### src/rtl/dmem_port_arbiter.sv
// Data-memory port arbiter: the core has priority, DMA gets idle cycles, and a
// starved DMA requester gets a bounded forced burst while the pipeline is stalled.
module dmem_port_arbiter #(
   parameter int unsigned MAX_WAIT  = 4,
   parameter int unsigned MAX_BURST = 4
) (
   input  logic        Clk,
   input  logic        Reset,
   input  logic        core_re,
   input  logic        core_we,
   input  logic [31:0] core_addr,
   input  logic [31:0] core_wdata,
   output logic [31:0] core_rdata,
   output logic        core_stall,
   input  logic        dma_req,
   input  logic        dma_we,
   input  logic [31:0] dma_addr,
   input  logic [31:0] dma_wdata,
   output logic [31:0] dma_rdata,
   output logic        dma_ack,
   output logic [31:0] mem_addr,
   output logic [31:0] mem_wdata,
   output logic        mem_re,
   output logic        mem_we,
   input  logic [31:0] mem_rdata,
   output logic        dma_forced
);

   localparam int unsigned WaitW  = $clog2(MAX_WAIT + 1);
   localparam int unsigned BurstW = $clog2(MAX_BURST + 1);
   localparam logic [WaitW-1:0]  WaitLast  = WaitW'(MAX_WAIT - 1);
   localparam logic [BurstW-1:0] BurstLast = BurstW'(MAX_BURST - 1);

   typedef enum logic {StCore, StForce} state_e;

   state_e             r_state;
   logic [WaitW-1:0]   r_wait_cnt;
   logic [BurstW-1:0]  r_burst_cnt;

   logic w_core_act;
   logic w_in_force;
   logic w_own_core;
   logic w_own_dma;

   assign w_core_act = core_re | core_we;
   assign w_in_force = (r_state == StForce);

   // Reset gates ownership so every memory-facing output is quiet while Reset is low.
   assign w_own_core = Reset & ~w_in_force & w_core_act;
   assign w_own_dma  = Reset & dma_req & (w_in_force | ~w_core_act);

   always_comb begin
      mem_addr  = 32'h0;
      mem_wdata = 32'h0;
      mem_re    = 1'b0;
      mem_we    = 1'b0;
      if (w_own_core) begin
         mem_addr  = core_addr;
         mem_wdata = core_wdata;
         mem_re    = core_re;
         mem_we    = core_we;
      end else if (w_own_dma) begin
         mem_addr  = dma_addr;
         mem_wdata = dma_wdata;
         mem_re    = ~dma_we;
         mem_we    = dma_we;
      end
   end

   assign core_stall = Reset & w_in_force;
   assign dma_forced = Reset & w_in_force;
   assign dma_ack    = w_own_dma;
   assign core_rdata = mem_rdata;
   assign dma_rdata  = mem_rdata;

   always_ff @(posedge Clk or negedge Reset) begin
      if (!Reset) begin
         r_state     <= StCore;
         r_wait_cnt  <= '0;
         r_burst_cnt <= '0;
      end else begin
         case (r_state)
            StCore: begin
               if (dma_req && w_core_act) begin
                  r_wait_cnt <= r_wait_cnt + WaitW'(1);
                  if (r_wait_cnt == WaitLast) begin
                     r_state     <= StForce;
                     r_burst_cnt <= '0;
                  end
               end else begin
                  r_wait_cnt <= '0;
               end
            end
            StForce: begin
               if (dma_req && (r_burst_cnt != BurstLast)) begin
                  r_burst_cnt <= r_burst_cnt + BurstW'(1);
               end else begin
                  // Burst complete or requester went away: hand the port back.
                  r_state     <= StCore;
                  r_wait_cnt  <= '0;
                  r_burst_cnt <= '0;
               end
            end
            default: begin
               r_state     <= StCore;
               r_wait_cnt  <= '0;
               r_burst_cnt <= '0;
            end
         endcase
      end
   end

endmodule

### config.mk
export PLATFORM = sky130hd
export DESIGN_NAME = dmem_port_arbiter
export DESIGN_NICKNAME = d
export VERILOG_FILES = /design/src/rtl/dmem_port_arbiter.sv
export SDC_FILE = /design/constraint.sdc
export NUM_CORES = 1
export LEC_CHECK = 0
export CAP_MARGIN = 20
export CORE_AREA = 3 3 115 117
export DETAILED_ROUTE_END_ITERATION = 10
export DIE_AREA = 0 0 118 120
export HOLD_SLACK_MARGIN = 0.03
export PLACE_DENSITY = 0.63
export SETUP_SLACK_MARGIN = 0.05
export SYNTH_ARGS = -nofsm -noshare
export SYNTH_HDL_FRONTEND = slang
export SYNTH_SLANG_ARGS = --single-unit
### constraint.sdc
create_clock -name Clk -period 2.1 [get_ports Clk]
set_input_delay 0.63 -clock Clk [delete_from_list [all_inputs] [get_ports Clk]]
set_output_delay 0.63 -clock Clk [all_outputs]
set_load 0.02 [all_outputs]
==> flow_summary.json, run 1 <==
{
  "status": "finished, violations left",
  "violations": "setup timing",
  "fin_worst_skew_ns": 0.00114,
  "p_seq_share_pct": 11.7,
  "worstMarginPinSlew_ns": 0.324,
  "vias": 2052,
  "area_growth_pct": 167,
  "vias_per_cell": 3.95,
  "insertion_delay_ns": 0.23,
  "coreArea_um2": 12500,
  "setup_viol": 66,
  "period_needed_ns": 2.46,
  "dpl_worst_slack_ns": -1.22,
  "top_usage_layer": "met2",
  "hold_path_class": "in -> async",
  "io_buffers": 202,
  "nets": 519,
  "drive_above_1_share_pct": 45.7,
  "ys_ff_latch": 7,
  "root_buffer": "clkbuf_16",
  "clockBufferDepth": 2,
  "period_share_pct": 117,
  "ir_drop_mv": 0.222,
  "grt_pass1_wl_um": 12500,
  "maxSlewViolCount": 0,
  "cts_sinks": 7,
  "diodes": 0,
  "synth_cells": 184,
  "dieArea_um2": 14200,
  "crit_type": "in -> out",
  "numCtsBuffers": 3,
  "p_switching_mw": 0.434,
  "io_pins": 299,
  "synth_warnings": 0,
  "switching_share_pct": 30.7,
  "critPathLaunchType": "primary input",
  "crit_fanout": 5,
  "crit_arrival_ns": 1.83,
  "grt.overflow.total": 0,
  "maxCapViolCount": 0,
  "cp-end-kind": "output port",
  "grt_pass1_vias": 2373,
  "place_hpwl_um": 6670,
  "finalPower_mw": 1.41,
  "drc": 0,
  "first_pass_iters": 4,
  "p_leak_nw": 1.90,
  "place_congestion": 0.748,
  "start_util_pct": 12.5,
  "syn-num-nets": 354,
  "grt.total_usage_pct": 10.8,
  "r2r_cells": 5,
  "syn_area_um2": 1550,
  "required_ns": 1.47,
  "grt_max_degree": 18,
  "pwr-share-clk_pct": 22.7,
  "layout_setup_ws_ns": -0.357,
  "wl_um": 8210,
  "h-tree-depth": 1,
  "power_density_nw_per_um2": 341,
  "dieHeight_um": 120,
  "met1_usage_pct": 11.1,
  "num_rows": 41,
  "relSlewSlack_pct": 78.3,
  "rsz0062_at_grt": "yes",
  "antenna_found_initial": 0,
  "ant_nets": 0,
  "fill_cells": 1260,
  "fp.dieW_um": 118,
  "fmax_ghz": 0.407,
  "drt_iter0_markers": 21,
  "synthDistinctLibCells": 24,
  "final-hold-violation-count": 0,
  "syn_area_per_cell_um2": 8.44,
  "clk_pin_slew_ns": 0.04,
  "met3_usage_pct": 4.01,
  "yosysSeqAreaShare_pct": 11.3,
  "combPwrFrac_pct": 65.6,
  "wl_per_cell_um": 15.8,
  "grt_util_met2_pct": 21.0,
  "cts_tree": "built",
  "p_int_mw": 0.979,
  "cts_hold_buf": 0
}
## cells in the mapped netlist
master | count | share of area (%)
a21o_1 | 1 | 0.48
a22o_1 | 66 | 37
a2bb2oi_1 | 1 | 0.56
a31oi_1 | 1 | 0.40
a32o_1 | 1 | 0.64
and2_1 | 1 | 0.40
and3_1 | 1 | 0.40
buf_2 | 9 | 2.9
buf_4 | 65 | 31
buf_6 | 4 | 2.9
clkbuf_1 | 3 | 0.73
dfrtp_1 | 7 | 11
ha_1 | 4 | 3.2
inv_1 | 4 | 0.97
nand2_1 | 2 | 0.48
nand2b_1 | 1 | 0.40
nand3_1 | 2 | 0.64
nand3b_1 | 1 | 0.48
nor2_1 | 2 | 0.48
nor2b_1 | 2 | 0.81
o21ai_0 | 3 | 0.97
o21bai_4 | 1 | 1.2
o2bb2ai_1 | 1 | 0.56
or2_2 | 1 | 0.40
## cell usage in the layout (no fill, tap or decap)
| cell | instances |
|---|---|
| a21o_1 | 1 |
| a22o_1 | 24 |
| a22o_4 | 42 |
| a2bb2oi_1 | 1 |
| a31oi_1 | 1 |
| a32o_1 | 1 |
| and2_1 | 1 |
| and3_4 | 1 |
| buf_12 | 9 |
| buf_16 | 4 |
| buf_2 | 10 |
| buf_4 | 36 |
| buf_6 | 49 |
| buf_8 | 2 |
| clkbuf_1 | 1 |
| clkbuf_16 | 3 |
| clkdlybuf4s50_1 | 129 |
| dfrtp_1 | 7 |
| dlygate4sd2_1 | 2 |
| ha_1 | 4 |
| inv_1 | 4 |
| nand2_1 | 2 |
| nand2b_1 | 1 |
| nand3_1 | 2 |
| nand3b_1 | 1 |
| nor2_1 | 1 |
| nor2_4 | 1 |
| nor2b_1 | 2 |
| o21ai_0 | 3 |
| o21bai_4 | 1 |
| o2bb2ai_1 | 1 |
| or2_2 | 1 |
## power by group through the flow
stage          Sequential, mW  Combinational (mW)  Clock, mW
6_report                0.165               0.927      0.321
5_1_grt                 0.169               0.978      0.334
4_1_cts                 0.165               0.930      0.326
3_5_place_dp            0.167               0.874          0
3_3_place_gp            0.164               0.861          0
2_1_floorplan           0.164               0.528          0
## state kept, by name (all words and copies together), names as in the netlist
| register | cells |
|---|---|
| r_wait_cnt | 3 |
| r_burst_cnt | 3 |
| r_state | 1 |
## worst paths after layout
kind	from	to	slack, ns
hold / removal	Reset	r_state	0.33
setup reg to reg	r_burst_cnt[0]	r_wait_cnt[2]	0.72
setup / recovery	Reset	mem_addr[13]	-0.36
hold reg to reg	r_burst_cnt[1]	r_burst_cnt[1]	0.51
min in group Clk	r_burst_cnt[1]	r_burst_cnt[1]	0.51
max in group asynchronous	Reset	r_wait_cnt[2]	1.62
## routing by layer
layer | vias up | share of wire, %
li1 | 952 | -
met4 | 0 | 1.4
met1 | 937 | 34
met3 | 17 | 10
met5 | - | 0
met2 | 146 | 55
## final cells by class
| cell class | instances | area [um2] | area share (%) |
|---|---|---|---|
| Inverter | 4 | 15.0 | 0.363 |
| Timing Repair Buffer | 241 | 2500 | 60.4 |
| Multi-Input combinational cell | 92 | 1150 | 27.9 |
| Clock buffer | 4 | 78.8 | 1.90 |
| Sequential cell | 7 | 175 | 4.23 |
| Tap cell | 172 | 215 | 5.20 |
## stage by stage
step	TNS (ns)	cells	hold slack, ns	util [%]	cell area, um2
after floorplan	-3.00	184	0.334	-	1910
after global placement	-75.51	501	0.471	30.3	3770
after detailed placement	-77.53	501	0.482	30.3	3770
after CTS	-20.92	521	0.334	33.1	4130
after global routing	-22.69	520	0.341	33.2	4140
final	-19.43	520	0.335	33.2	4140
## kinds of logic (layout without fill, tap and decap cells)
logic type               after synthesis  count (layout)  share of synthesized area, %
flip-flops                             7               7                          11.3
AO/OA/AOI/OAI                         75              75                          42.1
buffers and inverters                 85             249                          38.9
AND/OR/NAND/NOR                       13              13                          4.51
adder cells (fa/ha/maj)                4               4                          3.22
## timing repair
action                                  CTS  global route
pin swaps                                17             1
gates resized for setup                 397            13
cloned                                    5             0
setup buffers                            12             1
endpoints found under the setup margin   69            66
## worst max-delay path: stages
cell and delay, ns:
buf_2 0.13, and3_4 0.19, buf_12 0.12, buf_8 0.12, buf_12 0.13, buf_16 0.13
a22o_4 0.24, buf_6 0.13
Power figures use the tool's default switching activity.
==> run 2: changes to the inputs <==
- CTS_CLUSTER_SIZE: not set -> 10
==> results of run 2 <==
Final layout, timing and power as in run 1 (identical DEF).
